### src/rtl/instruction_fetch_unit.sv
// Fetch stage: holds the PC, issues instruction reads to main memory, waits for Done,
// and hands the captured word to decode over valid/ready, with branch redirect and timeout.
module instruction_fetch_unit #(
    parameter int WIDTH     = 13,
    parameter int MEM_DEPTH = 13,
    parameter int TIMEOUT   = 8
) (
    input  logic             clk,
    input  logic             reset,
    input  logic             enable,
    output logic [WIDTH-1:0] mem_address,
    output logic             mem_read,
    output logic             mem_write,
    output logic             mem_instruction,
    input  logic [WIDTH-1:0] mem_data_in,
    input  logic             mem_done,
    input  logic             branch_taken,
    input  logic [WIDTH-1:0] branch_target,
    output logic [WIDTH-1:0] instr_out,
    output logic [WIDTH-1:0] instr_pc,
    output logic             instr_valid,
    input  logic             instr_ready,
    output logic             fetch_error
);

    localparam int CW = (TIMEOUT > 1) ? $clog2(TIMEOUT) : 1;
    localparam logic [WIDTH-1:0] DEPTH_W = WIDTH'(MEM_DEPTH);
    localparam logic [CW-1:0]    CNT_LAST = CW'(TIMEOUT - 1);

    typedef enum logic [1:0] {S_IDLE, S_REQ, S_WAIT, S_HOLD} state_t;

    state_t            state_q;
    logic [WIDTH-1:0]  pc_q;
    logic [CW-1:0]     cnt_q;
    logic [WIDTH-1:0]  mem_address_q;
    logic              mem_read_q;
    logic [WIDTH-1:0]  instr_out_q;
    logic [WIDTH-1:0]  instr_pc_q;
    logic              instr_valid_q;
    logic              fetch_error_q;

    logic [WIDTH-1:0]  pc_inc_d;
    logic [WIDTH-1:0]  pc_seq_d;
    logic              tgt_ok_d;
    logic [WIDTH-1:0]  branch_pc_d;

    // pc+1 is evaluated at WIDTH bits and then folded back into the memory range
    assign pc_inc_d    = pc_q + WIDTH'(1);
    assign pc_seq_d    = (pc_inc_d >= DEPTH_W) ? '0 : pc_inc_d;
    assign tgt_ok_d    = (branch_target < DEPTH_W);
    assign branch_pc_d = tgt_ok_d ? branch_target : '0;

    always_ff @(posedge clk) begin
        if (reset) begin
            state_q       <= S_IDLE;
            pc_q          <= '0;
            cnt_q         <= '0;
            mem_address_q <= '0;
            mem_read_q    <= 1'b0;
            instr_out_q   <= '0;
            instr_pc_q    <= '0;
            instr_valid_q <= 1'b0;
            fetch_error_q <= 1'b0;
        end else begin
            fetch_error_q <= 1'b0;
            if (branch_taken) begin
                // Redirect wins over done, handshake and timeout; an idle, disabled unit only moves its PC
                pc_q          <= branch_pc_d;
                fetch_error_q <= !tgt_ok_d;
                if (state_q != S_IDLE || enable) begin
                    state_q       <= S_REQ;
                    instr_valid_q <= 1'b0;
                    cnt_q         <= '0;
                    mem_read_q    <= 1'b1;
                    mem_address_q <= branch_pc_d;
                end
            end else begin
                case (state_q)
                    S_IDLE: begin
                        if (enable) begin
                            state_q       <= S_REQ;
                            mem_read_q    <= 1'b1;
                            mem_address_q <= pc_q;
                        end
                    end
                    S_REQ: begin
                        state_q <= S_WAIT;
                    end
                    S_WAIT: begin
                        if (mem_done) begin
                            instr_out_q   <= mem_data_in;
                            instr_pc_q    <= pc_q;
                            instr_valid_q <= 1'b1;
                            pc_q          <= pc_seq_d;
                            cnt_q         <= '0;
                            mem_read_q    <= 1'b0;
                            state_q       <= S_HOLD;
                        end else if (cnt_q == CNT_LAST) begin
                            fetch_error_q <= 1'b1;
                            cnt_q         <= '0;
                            state_q       <= S_REQ;
                        end else begin
                            cnt_q <= cnt_q + CW'(1);
                        end
                    end
                    S_HOLD: begin
                        if (instr_ready) begin
                            instr_valid_q <= 1'b0;
                            if (enable) begin
                                state_q       <= S_REQ;
                                mem_read_q    <= 1'b1;
                                mem_address_q <= pc_q;
                            end else begin
                                state_q <= S_IDLE;
                            end
                        end
                    end
                    default: begin
                        state_q <= S_IDLE;
                    end
                endcase
            end
        end
    end

    assign mem_address     = mem_address_q;
    assign mem_read        = mem_read_q;
    assign mem_instruction = mem_read_q;
    assign mem_write       = 1'b0;
    assign instr_out       = instr_out_q;
    assign instr_pc        = instr_pc_q;
    assign instr_valid     = instr_valid_q;
    assign fetch_error     = fetch_error_q;

endmodule

### config.mk
export PLATFORM = sky130hd
export DESIGN_NAME = instruction_fetch_unit
export DESIGN_NICKNAME = d
export VERILOG_FILES = /design/src/rtl/instruction_fetch_unit.sv
export SDC_FILE = /design/constraint.sdc
export NUM_CORES = 1
export LEC_CHECK = 0
export BUFFER_PORTS_ARGS = -buffer_cell sky130_fd_sc_hd__buf_2
export CORE_MARGIN = 8
export CORE_UTILIZATION = 55
export CTS_CLUSTER_DIAMETER = 100
export DETAILED_ROUTE_END_ITERATION = 16
export GPL_TIMING_DRIVEN = 0
export HOLD_SLACK_MARGIN = 0.02
export PLACE_DENSITY = 0.88
export RECOVER_POWER = 50
export SLEW_MARGIN = 10
export SYNTH_ARGS = -nofsm -noshare
export SYNTH_HDL_FRONTEND = slang
export SYNTH_SLANG_ARGS = --single-unit
### constraint.sdc
create_clock -name clk -period 5 [get_ports clk]
set_clock_uncertainty 0.2 [all_clocks]
set_input_delay 1 -clock clk [delete_from_list [all_inputs] [get_ports clk]]
set_output_delay 1 -clock clk [all_outputs]
set_load 0.03 [all_outputs]
Word-level counts from Yosys, hierarchy flattened
Index checks and enable logic that the tools add are counted.
{ "classes": {"n_reduce_logical": 16, "magnitude_cmp": 2, "muxes": 38, "n_eq_ne": 9, "add_sub_neg": 2, "n_bitwise": 1} }
{ "op_table": {"columns": ["op", "n"], "rows": [
  ["$mux 13", 9],
  ["$pmux 13 s2", 1],
  ["$mux 3", 5],
  ["$mux 1", 14],
  ["$add 13x1->13 const B", 1],
  ["$ge 13x4->1 const B", 1],
  ["$lt 13x4->1 const B", 1],
  ["$mux 2", 6],
  ["$reduce_and 4->1", 3],
  ["$ne 3x3->1 const B", 3],
  ["$pmux 2 s4", 1],
  ["$reduce_and 3->1", 2],
  ["$reduce_bool 2->1", 3],
  ["$reduce_bool 3->1", 2],
  ["$eq 2x2->1 const B", 2],
  ["$ne 4x4->1 const B", 1],
  ["$reduce_and 2->1", 2],
  ["$reduce_bool 4->1", 1],
  ["$add 3x1->3 const B", 1],
  ["$eq 3x3->1 const B", 1],
  ["$pmux 1 s3", 1],
  ["$eq 2x1->1 const B", 1],
  ["$logic_not 2->1", 1],
  ["$ne 2x1->1 const B", 1],
  ["4 further kinds", 4]
]} }
{ "totals": {"out_inout_bits": 44, "input_bits": 32, "word_cells": 77, "reg_bits": 60} }

Longest topological paths before layout
Gate-level depths: netlist of the first run.
{ "depth": {"depth_word": 6, "ltp_mapped": 9, "mapped_depth_nobuf": 8} }

Worst setup path before layout of the first run
Ideal clock, no wire load.
{ "synth_path": {"path_type": "input port to flip-flop", "start": "input branch_target[7]", "end": "register pc_q[0]", "n_path_buf": 0, "stages": 6, "t_required_ps": 4712, "t_arrival_ps": 2402, "slack_ps": 2310, "setup_ps": 88, "cell_sequence": "or4_1 > nor3_1 > nand3_1 > nor2_1 > nand2_1 > a311oi_2"} }
{ "synth_between": {"elab_chain_cells": 3} }
{ "synth_lines": {"columns": ["item", "line", "rtl"], "rows": [
  ["from (decl)", "18", "input logic [WIDTH-1:0] branch_target,"],
  ["$lt 13x4->1", "50", "assign tgt_ok_d = (branch_target < DEPTH_W);"],
  ["$mux 13", "51", "assign branch_pc_d = tgt_ok_d ? branch_target : '0;"],
  ["$mux 13", "66", "if (branch_taken) begin"],
  ["to (signal assigned)", "68", "pc_q <= branch_pc_d;"],
  ["to (signal assigned)", "94", "pc_q <= pc_seq_d;"],
  ["to (decl)", "33", "logic [WIDTH-1:0] pc_q;"]
]} }
No other way between the ends.
A chain may end at the register's enable or synchronous reset.

Worst setup path after layout of the first run
{ "layout_path": {"start": "register pc_q[0]", "end": "register pc_q[1]"} }
{ "layout_between": {"elab_chain_cells": 6} }
{ "layout_lines": {"columns": ["item", "line", "rtl"], "rows": [
  ["$add 13x1->13 (*)", "48", "assign pc_inc_d = pc_q + WIDTH'(1);"],
  ["$ge 13x4->1", "49", "assign pc_seq_d = (pc_inc_d >= DEPTH_W) ? '0 : pc_inc_d;"],
  ["$mux 13 (*)", "49", null],
  ["$mux 13 (*)", "90", "if (mem_done) begin"],
  ["$mux 13 (*)", "78", "case (state_q)"],
  ["$mux 13 (*)", "66", null]
]} }
Every way passes the cells marked *; elsewhere a longest branch is shown, timed or not. The select of a mux whose other input is x is not followed.

==> metrics.txt, run 1 <==
# TYPE chip_impl_metric gauge
chip_impl_metric{name="area_of_the_placeable_core",unit="sq um"} 4660
chip_impl_metric{name="clock_sink_count",unit=""} 60
chip_impl_metric{name="timing.setup.tns",unit="ns"} 0
chip_impl_metric{name="synth_seq_area_share",unit="%"} 45.9
chip_impl_metric{name="hold_buffers",unit=""} 0
chip_impl_metric{name="start_util",unit="%"} 56.1
chip_impl_metric{name="number_of_fill_cells_in_the_layout",unit=""} 410
chip_impl_metric{name="track_usage",unit="%"} 19.4
chip_impl_metric{name="final.setup.worst_slack",unit="ns"} 2.27
chip_impl_metric{name="critPathArrivalTime",unit="ns"} 2.78
chip_impl_metric{name="final-max-slew-violation-count",unit=""} 0
chip_impl_metric{name="hold-path-cell-count",unit=""} 2
chip_impl_metric{name="global_route.overflow_total",unit=""} 0
chip_impl_info{name="critical_path.reg2reg.startpoint",value="pc_q[0]"} 1
chip_impl_metric{name="placed_wire_length_estimate",unit="microns"} 5030
chip_impl_metric{name="totalPowerFinal",unit="W"} 0.00104
chip_impl_metric{name="first_global_vias",unit=""} 2605
chip_impl_metric{name="tritoncts.num_buffers",unit=""} 9
chip_impl_metric{name="num-nets-final",unit=""} 449
chip_impl_metric{name="dr.pass1.iters",unit=""} 4
chip_impl_info{name="endpoint",value="pc_q[1]"} 1
chip_impl_metric{name="drive_gt1_share",unit="%"} 15.1
chip_impl_metric{name="detailroute.via_count",unit=""} 2637
chip_impl_info{name="r2r-end",value="pc_q[1]"} 1
chip_impl_metric{name="insertion_delay",unit="ns"} 0.34
chip_impl_metric{name="max_cap_viol_count",unit=""} 0
chip_impl_metric{name="synth.distinct_cells",unit=""} 51
chip_impl_info{name="critical_path.endpoint_type",value="flip-flop"} 1
chip_impl_metric{name="fp.dieArea",unit="sq um"} 7220
chip_impl_info{name="critical_path_startpoint",value="pc_q[0]"} 1
chip_impl_metric{name="achievable-frequency",unit="MHz"} 367
chip_impl_metric{name="avgViaCountPerCell",unit=""} 5.59
chip_impl_metric{name="max_slew_margin",unit="%"} 56.8
chip_impl_metric{name="syn_inst",unit=""} 328
chip_impl_metric{name="path_clk_slew",unit="ns"} 0.07
chip_impl_info{name="hold_path.class",value="reg2reg"} 1
chip_impl_metric{name="grt_pass1_wl",unit="microns"} 11500
chip_impl_metric{name="synthesis.nets",unit=""} 364
chip_impl_metric{name="final_hold_viol_count",unit=""} 0
chip_impl_metric{name="pre_cts_slack",unit="ns"} 1.99
chip_impl_metric{name="path_max_fanout",unit=""} 10
chip_impl_metric{name="worst_path_largest_cell_delay",unit="ns"} 0.45
chip_impl_metric{name="power.density",unit="nW/um^2"} 324
chip_impl_metric{name="grt_start_max_net_pins",unit=""} 12
chip_impl_info{name="synth-main-ff-cell",value="sky130_fd_sc_hd__dfxtp_1"} 1
chip_impl_info{name="grt_setup_unrepaired",value="false"} 1
chip_impl_info{name="startpoint_type",value="flip-flop"} 1
chip_impl_metric{name="dieHeight",unit="microns"} 85.0
chip_impl_metric{name="chipWidth",unit="microns"} 85.0
chip_impl_metric{name="layout-area-overhead-vs-synth",unit="%"} 22.5
chip_impl_info{name="critical_path_class",value="reg2reg"} 1
chip_impl_info{name="cts_tree",value="done"} 1
chip_impl_metric{name="drt-total-wl",unit="microns"} 6900
chip_impl_metric{name="finalSetupViolations",unit=""} 0
chip_impl_metric{name="setup.reg_to_reg.worst_slack",unit="ns"} 2.27
chip_impl_metric{name="antenna_found_initial",unit=""} 0
chip_impl_metric{name="worst_ir_drop_vdd",unit="mV"} 0.175
chip_impl_info{name="cts_root_buf",value="sky130_fd_sc_hd__clkbuf_8"} 1
chip_impl_metric{name="layout_worst_path_cycle_share",unit="%"} 54.6
chip_impl_metric{name="diodes",unit=""} 0
chip_impl_metric{name="htreeDepth",unit=""} 3
chip_impl_metric{name="synth.yosys.warnings",unit=""} 0
chip_impl_metric{name="wire_per_inst",unit="microns"} 14.6
chip_impl_metric{name="clk_path_buf_depth",unit=""} 2
chip_impl_metric{name="synth-seq-cells",unit=""} 60
chip_impl_metric{name="worstMarginPinSlew",unit="ns"} 0.641
chip_impl_metric{name="standby_leakage_power",unit="nW"} 1.17
chip_impl_metric{name="postSynthAreaPerCell",unit="sq um"} 7.97
chip_impl_metric{name="final_antenna_net_count",unit=""} 0
chip_impl_metric{name="r2r.worst_path.cells",unit=""} 9
chip_impl_metric{name="place.port_buffers",unit=""} 74
chip_impl_metric{name="post-route-min-period",unit="ns"} 2.73
chip_impl_metric{name="post_cts.resized_instances",unit=""} 0
chip_impl_metric{name="drt-initial-drc-count",unit=""} 123
chip_impl_metric{name="num_rows",unit=""} 25
chip_impl_info{name="crit_path_cell_chain",value="buf_2, inv_1, ha_1, nor2_1, a21oi_1, a311o_1, nor4_4, a221oi_2, a211oi_2"} 1
chip_impl_metric{name="post_cts_buffers",unit=""} 0
chip_impl_metric{name="synthArstFlopShare",unit="%"} 0
chip_impl_metric{name="critical_path_required",unit="ns"} 5.05
chip_impl_metric{name="final_routed_drc_violation_total",unit=""} 0
chip_impl_metric{name="io-pin-count",unit=""} 76
chip_impl_metric{name="synthesis.area",unit="sq um"} 2620
chip_impl_metric{name="holdWs",unit="ns"} 0.249
chip_impl_info{name="run_status",value="finished, final reports clean"} 1
chip_impl_metric{name="synth_edf_count",unit=""} 0
chip_impl_metric{name="finalWeightedCongestion",unit=""} 0.855
chip_impl_info{name="critical_path.slowest_cell",value="sky130_fd_sc_hd__nor4_4"} 1
-- registers in the layout, indices dropped and copies added (netlist names) --
signal / flops
mem_instruction: 1
instr_valid: 1
instr_out: 13
pc_q: 13
fetch_error: 1
mem_address: 13
state_q: 2
cnt_q: 3
instr_pc: 13
-- kinds of logic after synthesis --
logic type               after synthesis  share of synthesized area, %
AND/OR/NAND/NOR                      157                          28.5
AO/OA/AOI/OAI                         73                          17.5
flip-flops                            60                          45.9
buffers and inverters                 30                          5.02
adder cells (fa/ha/maj)                4                          1.91
XOR/XNOR                               2                         0.670
other                                  1                         0.143
multiplexers                           1                         0.383
-- cells in the final DEF, fill, tap and decap left out, drive strengths merged, types with 2 or more instances in the layout --
cell     n
a211oi   3
a21oi   44
a221oi   4
a22oi    3
a311oi   2
and2     6
and4     2
buf     42
clkbuf  65
clkinv   2
dfxtp   60
ha       4
inv      9
nand2   74
nand2b   4
nand3   18
nand4    3
nor2    23
nor2b    3
nor3    11
nor3b    2
nor4     4
o211ai   3
o21ai    5
or4      3
-- worst min-delay path by stage --
stage | from | end | slack [ns]
2_1_floorplan | cnt_q[1] | cnt_q[1] | 0.26
3_3_place_gp | mem_address[8] | mem_address[8] | 0.24
3_5_place_dp | mem_address[4] | mem_address[4] | 0.24
4_1_cts | mem_address[4] | mem_address[4] | 0.25
5_1_grt | instr_out[7] | instr_out[7] | 0.28
6_report | mem_address[8] | mem_address[8] | 0.25
-- power breakdown --
group / internal, W / switching (W)
Clock: 0.000246 / 0.000195
Sequential: 0.000486 / 0.00000467
Combinational: 0.0000342 / 0.0000729
-- per-stage QoR --
step / cell area (sq um) / utilization (%) / std cells
after floorplan: 2620 / - / 328
after global placement: 3050 / 65.5 / 456
after global routing: 3200 / 68.7 / 472
final: 3200 / 68.7 / 472
after detailed placement: 3050 / 65.5 / 456
after CTS: 3250 / 69.8 / 472
-- cell usage after synthesis, types with 2 or more instances --
cell type / count / area, sq um
sky130_fd_sc_hd__buf_2: 3 / 15.0
sky130_fd_sc_hd__nor2_1: 23 / 86.3
sky130_fd_sc_hd__nand2_1: 74 / 278
sky130_fd_sc_hd__a211oi_1: 2 / 15.0
sky130_fd_sc_hd__buf_4: 4 / 30.0
sky130_fd_sc_hd__clkbuf_1: 12 / 45.0
sky130_fd_sc_hd__a221oi_1: 3 / 26.3
sky130_fd_sc_hd__nor3b_1: 2 / 15.0
sky130_fd_sc_hd__nor2b_1: 3 / 18.8
sky130_fd_sc_hd__nand4_1: 3 / 18.8
sky130_fd_sc_hd__nand3_1: 18 / 90.1
sky130_fd_sc_hd__nand2b_1: 4 / 25.0
sky130_fd_sc_hd__o21ai_0: 5 / 25.0
sky130_fd_sc_hd__a22oi_1: 3 / 22.5
sky130_fd_sc_hd__or4_1: 3 / 22.5
sky130_fd_sc_hd__ha_1: 4 / 50.1
sky130_fd_sc_hd__buf_1: 3 / 11.3
sky130_fd_sc_hd__nor3_1: 10 / 50.1
sky130_fd_sc_hd__inv_1: 7 / 26.3
sky130_fd_sc_hd__dfxtp_1: 60 / 1200
sky130_fd_sc_hd__nor4_1: 3 / 18.8
sky130_fd_sc_hd__a21oi_1: 44 / 220
sky130_fd_sc_hd__and2_1: 5 / 31.3
sky130_fd_sc_hd__o211ai_1: 3 / 22.5
-- final cells by class --
class	instances	area (sq um)	share of cell area [%]
inverters	8	30.0	0.938
clock buffers	11	141	4.41
well taps	54	67.6	2.11
clock inverters	5	60.1	1.88
flip-flops and latches	60	1200	37.5
multi-input cells	238	1280	40.0
repair buffers	74	320	10.0
plain buffers	22	100	3.13
-- worst max-delay path, delay by kind of cell, from the launching register on --
family	cells	cell delay, ns
compound gates	4	0.87
flops	1	0.35
simple gates	2	0.59
buf+inv	2	0.31
fa+ha+maj	1	0.32
-- per-layer routing --
| layer | GRT usage (%) | share of wire (%) | vias up | wire length [microns] |
|---|---|---|---|---|
| li1 | - | - | 1306 | - |
| met1 | 21.4 | 42 | 1210 | 2910 |
| met2 | 32.7 | 49 | 104 | 3350 |
| met3 | 5.79 | 6.9 | 17 | 477 |
| met4 | 10.4 | 2.3 | 0 | 159 |
| met5 | 0 | 0 | - | 0 |
Power figures use the tool's default switching activity.
==> run 2: changes to the inputs <==
--- a/config.mk
+++ b/config.mk
@@ -7,12 +7,12 @@
 export LEC_CHECK = 0
 export BUFFER_PORTS_ARGS = -buffer_cell sky130_fd_sc_hd__buf_2
 export CORE_MARGIN = 8
-export CORE_UTILIZATION = 55
+export CORE_UTILIZATION = 51
 export CTS_CLUSTER_DIAMETER = 100
 export DETAILED_ROUTE_END_ITERATION = 16
 export GPL_TIMING_DRIVEN = 0
 export HOLD_SLACK_MARGIN = 0.02
-export PLACE_DENSITY = 0.88
+export PLACE_DENSITY = 0.83
 export RECOVER_POWER = 50
 export SLEW_MARGIN = 10
 export SYNTH_ARGS = -nofsm -noshare
==> constraint.sdc (replaced) <==
create_clock -name clk -period 2.7 [get_ports clk]
set_clock_uncertainty 0.2 [all_clocks]
set_input_delay 0.54 -clock clk [delete_from_list [all_inputs] [get_ports clk]]
set_output_delay 0.54 -clock clk [all_outputs]
set_load 0.03 [all_outputs]
==> run 2 against run 1 <==
Combinational power increased by 83%. Non-clock buffer count grew 1. Flip-flop and latch count did not move. Worst hold slack got worse by 0.011 ns. Fmax increased by 7.6%. Sequential power increased by 85%. First-iteration DRC count up 25%. Die area increased by 6.3%. Worst setup slack got worse by 2.1 ns. Clock power is 92% higher. Utilization fell by 4.6 points. Largest cell class unchanged.
==> metrics.txt, run 2 (same netlist as run 1, synthesis figures left out) <==
# TYPE chip_impl_metric gauge
chip_impl_info{name="run_status",value="finished, final reports clean"} 1
chip_impl_info{name="crit_path_cell_chain",value="ha_1, and3_1, or4b_1, mux2i_1, nor4_4, buf_4, a221oi_2, a211oi_2"} 1
chip_impl_metric{name="worst_ir_drop_vdd",unit="mV"} 0.318
chip_impl_metric{name="place.port_buffers",unit=""} 74
chip_impl_metric{name="final-seq-area",unit="sq um"} 1200
chip_impl_metric{name="globalRouteMet3Util",unit="%"} 5.07
chip_impl_info{name="final_cell_mix",value="sky130_fd_sc_hd__nand2_1, sky130_fd_sc_hd__dfxtp_1, sky130_fd_sc_hd__clkbuf_1"} 1
chip_impl_info{name="cts_tree",value="done"} 1
chip_impl_metric{name="critPathArrivalTime",unit="ns"} 2.54
chip_impl_metric{name="netSwitchingFraction",unit="%"} 24.1
chip_impl_metric{name="post_cts_buffers",unit=""} 0
chip_impl_metric{name="worst_path_largest_cell_delay",unit="ns"} 0.47
chip_impl_metric{name="globalRouteMet2Util",unit="%"} 30.4
chip_impl_metric{name="power.share.combinational",unit="%"} 10.0
chip_impl_metric{name="placed_cell_area",unit="sq um"} 3070
chip_impl_metric{name="tritoncts.num_buffers",unit=""} 9
chip_impl_metric{name="power.density",unit="nW/um^2"} 604
chip_impl_info{name="most_common_library_cell_in_the_layout_ignoring_fill_and_taps",value="sky130_fd_sc_hd__nand2_1"} 1
chip_impl_metric{name="clk_path_buf_depth",unit=""} 2
chip_impl_metric{name="dieHeight",unit="microns"} 87.6
chip_impl_metric{name="final_routed_drc_violation_total",unit=""} 0
chip_impl_metric{name="post-route-cell-area",unit="sq um"} 3240
chip_impl_metric{name="post-route-min-period",unit="ns"} 2.54
chip_impl_metric{name="antenna_found_initial",unit=""} 0
chip_impl_metric{name="hold_buffers",unit=""} 0
chip_impl_metric{name="finalSetupViolations",unit=""} 0
chip_impl_metric{name="post_cts.resized_instances",unit=""} 0
chip_impl_metric{name="power_report.internal_total",unit="W"} 0.00148
chip_impl_metric{name="final_hold_viol_count",unit=""} 0
chip_impl_metric{name="num_rows",unit=""} 26
chip_impl_metric{name="holdWs",unit="ns"} 0.238
chip_impl_metric{name="final.setup.worst_slack",unit="ns"} 0.164
chip_impl_metric{name="number_of_fill_cells_in_the_layout",unit=""} 464
chip_impl_metric{name="standby_leakage_power",unit="nW"} 1.17
chip_impl_metric{name="achievable-frequency",unit="MHz"} 394
chip_impl_metric{name="path_max_fanout",unit=""} 6
chip_impl_metric{name="multi_input_area",unit="sq um"} 1280
chip_impl_metric{name="dr.pass1.iters",unit=""} 4
chip_impl_info{name="critical_path.slowest_cell",value="sky130_fd_sc_hd__or4b_1"} 1
chip_impl_metric{name="critical_path_required",unit="ns"} 2.70
chip_impl_metric{name="avgViaCountPerCell",unit=""} 5.33
chip_impl_metric{name="htreeDepth",unit=""} 3
chip_impl_metric{name="path_clk_slew",unit="ns"} 0.07
chip_impl_metric{name="drt-total-wl",unit="microns"} 6750
chip_impl_info{name="cp_top_family",value="simple AND/OR/NAND/NOR gates"} 1
chip_impl_metric{name="drive_gt1_share",unit="%"} 14.6
chip_impl_info{name="critical_path_class",value="reg2reg"} 1
chip_impl_metric{name="diodes",unit=""} 0
chip_impl_info{name="startpoint_type",value="flip-flop"} 1
chip_impl_metric{name="max_cap_viol_count",unit=""} 0
chip_impl_info{name="cts_root_buf",value="sky130_fd_sc_hd__clkbuf_8"} 1
chip_impl_metric{name="seqPwrFrac",unit="%"} 46.6
chip_impl_metric{name="p_clk_share",unit="%"} 43.4
chip_impl_metric{name="num-nets-final",unit=""} 450
chip_impl_metric{name="grt_pass1_wl",unit="microns"} 11200
chip_impl_metric{name="wire_per_inst",unit="microns"} 13.9
chip_impl_info{name="busiest_layer",value="met2"} 1
chip_impl_metric{name="area_of_the_placeable_core",unit="sq um"} 5040
chip_impl_metric{name="grt_start_max_net_pins",unit=""} 11
chip_impl_info{name="grt_setup_unrepaired",value="false"} 1
chip_impl_metric{name="final_antenna_net_count",unit=""} 0
chip_impl_info{name="hold_path.class",value="in2reg"} 1
chip_impl_metric{name="io-pin-count",unit=""} 76
chip_impl_metric{name="layout_worst_path_cycle_share",unit="%"} 93.9
chip_impl_metric{name="worstMarginPinSlew",unit="ns"} 0.601
chip_impl_metric{name="track_usage",unit="%"} 18.4
chip_impl_metric{name="critPathBufInv",unit=""} 1
chip_impl_metric{name="insertion_delay",unit="ns"} 0.33
chip_impl_metric{name="clock_sink_count",unit=""} 60
chip_impl_metric{name="first_global_vias",unit=""} 2570
chip_impl_metric{name="timing.setup.tns",unit="ns"} 0
chip_impl_metric{name="groute.layer.met1.usage",unit="%"} 21.5
chip_impl_metric{name="chipWidth",unit="microns"} 87.6
chip_impl_metric{name="detailroute.via_count",unit=""} 2596
chip_impl_metric{name="layout-area-overhead-vs-synth",unit="%"} 23.7
chip_impl_metric{name="p_switching",unit="W"} 0.000472
chip_impl_metric{name="drt-initial-drc-count",unit=""} 154
chip_impl_metric{name="placed_wire_length_estimate",unit="microns"} 4920
chip_impl_metric{name="start_util",unit="%"} 51.9
chip_impl_metric{name="global_route.overflow_total",unit=""} 0
chip_impl_info{name="critical_path.endpoint_type",value="flip-flop"} 1
chip_impl_metric{name="fp.dieArea",unit="sq um"} 7670
chip_impl_metric{name="finalWeightedCongestion",unit=""} 0.853
chip_impl_metric{name="final-max-slew-violation-count",unit=""} 0
chip_impl_metric{name="pre_cts_slack",unit="ns"} 0.0305
chip_impl_metric{name="max_slew_margin",unit="%"} 59.5
## run 2: per-layer routing
layer  wire length [microns]  share of wire [%]  up-vias
li1                        -                  -     1303
met1                    2970                 44     1199
met2                    3250                 48       85
met3                     441                6.5        9
met4                      90                1.3        0
met5                       0                  0        -
## run 2: worst register-to-register path, delay by kind of cell, from the launching register on
kind	cells	cell delay (ns)
simple gates	3	0.77
compound gates	2	0.35
flops	1	0.35
fa+ha+maj	1	0.30
mux	1	0.27
buf+inv	1	0.16
## run 2: area by class of cell
| class | instances | area share (%) |
|---|---|---|
| buffer | 22 | 3.13 |
| clock buffer | 13 | 5.53 |
| timing repair buffer | 75 | 10.0 |
| clock inverter | 1 | 0.928 |
| inverter | 8 | 0.928 |
| tap | 70 | 2.71 |
| sequential | 60 | 37.1 |
| multi-input combinational | 238 | 39.6 |
## run 2: power groups by stage
stage / Combinational, W / Clock, W / Sequential (W)
floorplan: 0.000107 / 0 / 0.000950
global placement: 0.000193 / 0 / 0.000928
detailed placement: 0.000198 / 0 / 0.000929
CTS: 0.000199 / 0.000861 / 0.000910
global route: 0.000216 / 0.000904 / 0.000912
finish: 0.000196 / 0.000847 / 0.000910
## run 2: final timing paths
path | start | endpoint | slack [ns] | depth (start not counted)
hold / removal | mem_data_in[11] | instr_out[11] | 0.24 | 3
setup reg to reg | pc_q[0] | pc_q[1] | 0.16 | 8
hold reg to reg | mem_address[6] | mem_address[6] | 0.25 | 2
setup / recovery | pc_q[0] | pc_q[1] | 0.16 | 8
## run 2: stage by stage
stage | utilization, % | total power, W | instances
after CTS | 65.1 | 0.00197 | 486
after global placement | 60.9 | 0.00112 | 472
after detailed placement | 60.9 | 0.00113 | 472
after global routing | 64.2 | 0.00203 | 487
after floorplan | - | 0.00106 | 328
final | 64.2 | 0.00195 | 487
==> run 3: changes to the inputs <==
--- a/config.mk
+++ b/config.mk
@@ -5,7 +5,7 @@
 export SDC_FILE = /design/constraint.sdc
 export NUM_CORES = 1
 export LEC_CHECK = 0
-export BUFFER_PORTS_ARGS = -buffer_cell sky130_fd_sc_hd__buf_2
+export BUFFER_PORTS_ARGS = -buffer_cell sky130_fd_sc_hd__buf_4
 export CORE_MARGIN = 8
 export CORE_UTILIZATION = 51
 export CTS_CLUSTER_DIAMETER = 100
==> run 3 against run 2 <==
Fmax fell by 3.5%. Worst hold slack better by 0.0095 ns. Total power fell by 7.9%. Cell area increased by 1.1%. Combinational power increased by 8%. Critical path depth is 2 higher. Flip-flop and latch count unchanged. Routed wire length rose by 2.3%. First-iteration DRC count increased by 1.9%. Cell count is the same. Highest routed layer unchanged.
==> metrics.txt, run 3 (same netlist as run 1, synthesis figures left out) <==
# TYPE chip_impl_metric gauge
chip_impl_info{name="run_status",value="finished, final reports clean"} 1
chip_impl_metric{name="path_clk_slew",unit="ns"} 0.07
chip_impl_metric{name="avgViaCountPerCell",unit=""} 5.29
chip_impl_metric{name="tritoncts.num_buffers",unit=""} 9
chip_impl_metric{name="diodes",unit=""} 0
chip_impl_metric{name="clk_path_buf_depth",unit=""} 2
chip_impl_metric{name="final_antenna_net_count",unit=""} 0
chip_impl_metric{name="dr.pass1.iters",unit=""} 4
chip_impl_metric{name="grt_start_max_net_pins",unit=""} 11
chip_impl_metric{name="global_route.overflow_total",unit=""} 0
chip_impl_metric{name="grt_pass1_wl",unit="microns"} 11400
chip_impl_metric{name="p_clk_share",unit="%"} 37.6
chip_impl_metric{name="final_routed_drc_violation_total",unit=""} 0
chip_impl_metric{name="wire_per_inst",unit="microns"} 14.2
chip_impl_info{name="startpoint_type",value="flip-flop"} 1
chip_impl_metric{name="final_hold_viol_count",unit=""} 0
chip_impl_metric{name="power_report.internal_total",unit="W"} 0.00132
chip_impl_info{name="cts_root_buf",value="sky130_fd_sc_hd__clkbuf_8"} 1
chip_impl_metric{name="p_switching",unit="W"} 0.000477
chip_impl_metric{name="path_max_fanout",unit=""} 10
chip_impl_metric{name="critPathArrivalTime",unit="ns"} 2.68
chip_impl_metric{name="antenna_found_initial",unit=""} 0
chip_impl_metric{name="detailroute.via_count",unit=""} 2577
chip_impl_metric{name="layout_worst_path_cycle_share",unit="%"} 97.3
chip_impl_metric{name="area_of_the_placeable_core",unit="sq um"} 5040
chip_impl_metric{name="pre_cts_slack",unit="ns"} -0.00705
chip_impl_metric{name="start_util",unit="%"} 51.9
chip_impl_metric{name="drt-initial-drc-count",unit=""} 157
chip_impl_metric{name="clock_sink_count",unit=""} 60
chip_impl_info{name="critical_path_class",value="reg2reg"} 1
chip_impl_metric{name="multi_input_area",unit="sq um"} 1290
chip_impl_metric{name="final-seq-area",unit="sq um"} 1200
chip_impl_metric{name="number_of_fill_cells_in_the_layout",unit=""} 481
chip_impl_metric{name="layout-area-overhead-vs-synth",unit="%"} 25.1
chip_impl_metric{name="achievable-frequency",unit="MHz"} 381
chip_impl_info{name="final_cell_mix",value="sky130_fd_sc_hd__nand2_1, sky130_fd_sc_hd__dfxtp_1, sky130_fd_sc_hd__clkbuf_1"} 1
chip_impl_metric{name="placed_wire_length_estimate",unit="microns"} 5060
chip_impl_metric{name="seqPwrFrac",unit="%"} 50.6
chip_impl_metric{name="chipWidth",unit="microns"} 87.6
chip_impl_metric{name="num-nets-final",unit=""} 450
chip_impl_metric{name="power.density",unit="nW/um^2"} 550
chip_impl_metric{name="first_global_vias",unit=""} 2608
chip_impl_metric{name="htreeDepth",unit=""} 3
chip_impl_metric{name="dieHeight",unit="microns"} 87.6
chip_impl_metric{name="max_cap_viol_count",unit=""} 0
chip_impl_metric{name="final-max-slew-violation-count",unit=""} 0
chip_impl_metric{name="power.share.combinational",unit="%"} 11.8
chip_impl_metric{name="finalWeightedCongestion",unit=""} 0.906
chip_impl_metric{name="insertion_delay",unit="ns"} 0.33
chip_impl_metric{name="drive_gt1_share",unit="%"} 14.9
chip_impl_info{name="hold_path.class",value="in2reg"} 1
chip_impl_metric{name="num_rows",unit=""} 26
chip_impl_info{name="cts_tree",value="done"} 1
chip_impl_info{name="critical_path.endpoint_type",value="flip-flop"} 1
chip_impl_metric{name="finalSetupViolations",unit=""} 0
chip_impl_metric{name="fp.dieArea",unit="sq um"} 7670
chip_impl_info{name="most_common_library_cell_in_the_layout_ignoring_fill_and_taps",value="sky130_fd_sc_hd__nand2_1"} 1
chip_impl_metric{name="worst_ir_drop_vdd",unit="mV"} 0.289
chip_impl_metric{name="max_slew_margin",unit="%"} 53.4
chip_impl_metric{name="drt-total-wl",unit="microns"} 6910
chip_impl_metric{name="post-route-min-period",unit="ns"} 2.63
chip_impl_metric{name="netSwitchingFraction",unit="%"} 26.5
chip_impl_metric{name="final.setup.worst_slack",unit="ns"} 0.0725
chip_impl_metric{name="timing.setup.tns",unit="ns"} 0
chip_impl_metric{name="io-pin-count",unit=""} 76
chip_impl_metric{name="critical_path_required",unit="ns"} 2.75
chip_impl_metric{name="standby_leakage_power",unit="nW"} 1.17
chip_impl_metric{name="worstMarginPinSlew",unit="ns"} 0.692
chip_impl_metric{name="totalPowerFinal",unit="W"} 0.00180
chip_impl_metric{name="track_usage",unit="%"} 18.7
chip_impl_metric{name="final_cell_utilization_of_the_core",unit="%"} 64.9
chip_impl_metric{name="place.port_buffers",unit=""} 74
chip_impl_metric{name="hold_buffers",unit=""} 0
[run 3: repair_timing]
action	4_1_cts	5_1_grt
resized for setup	0	4
setup buffers	0	1
hold endpoints to repair	0	0
pin swaps	1	1
endpoints found under the setup margin	3	3
[run 3: final timing paths]
path / from / slack (ns) / depth (start not counted) / endpoint
max: pc_q[0] / 0.07 / 10 / pc_q[0]
min: mem_data_in[8] / 0.25 / 3 / instr_out[8]
max reg2reg: pc_q[0] / 0.07 / 10 / pc_q[0]
min reg2reg: instr_out[12] / 0.25 / 2 / instr_out[12]
[run 3: through the flow]
step / hold slack, ns / cells / cell area (sq um)
2_1_floorplan: 0.258 / 328 / 2620
3_3_place_gp: 0.242 / 472 / 3260
3_5_place_dp: 0.246 / 472 / 3260
4_1_cts: 0.235 / 486 / 3410
5_1_grt: 0.257 / 487 / 3270
6_report: 0.248 / 487 / 3270
[run 3: final cells by class]
| cell class | instances | area share [%] |
|---|---|---|
| clock inverter | 3 | 0.459 |
| multi-input combinational | 238 | 39.4 |
| inverter | 8 | 0.918 |
| buffer | 22 | 3.25 |
| timing repair buffer | 75 | 12.3 |
| tap | 70 | 2.68 |
| sequential | 60 | 36.7 |
| clock buffer | 11 | 4.32 |
[run 3: metal layers]
metal  track usage [%]  routed length [microns]  up-vias
li1                  -                        -     1306
met1              21.3                     3090     1186
met2              31.9                     3290       76
met3              4.88                      428        9
met4              8.59                      104        0
met5                 0                        0        -
[run 3: worst max-delay path, cell delays in order (launching register included)]
cell                       delay, ns
sky130_fd_sc_hd__dfxtp_1        0.37
sky130_fd_sc_hd__clkbuf_4       0.22
sky130_fd_sc_hd__inv_1          0.07
sky130_fd_sc_hd__ha_1           0.33
sky130_fd_sc_hd__nor2_2         0.15
sky130_fd_sc_hd__a21oi_1        0.09
sky130_fd_sc_hd__a311o_1        0.40
sky130_fd_sc_hd__nor4_4         0.25
sky130_fd_sc_hd__buf_4          0.19
sky130_fd_sc_hd__nand2_1        0.07
sky130_fd_sc_hd__a311oi_2       0.21
[run 3: power by group through the flow]
stage	clock, W	sequential [W]	combinational [W]
2_1_floorplan	0	0.000950	0.000107
3_3_place_gp	0	0.000929	0.000213
3_5_place_dp	0	0.000930	0.000217
4_1_cts	0.000685	0.000910	0.000218
5_1_grt	0.000720	0.000912	0.000230
6_report	0.000676	0.000910	0.000212
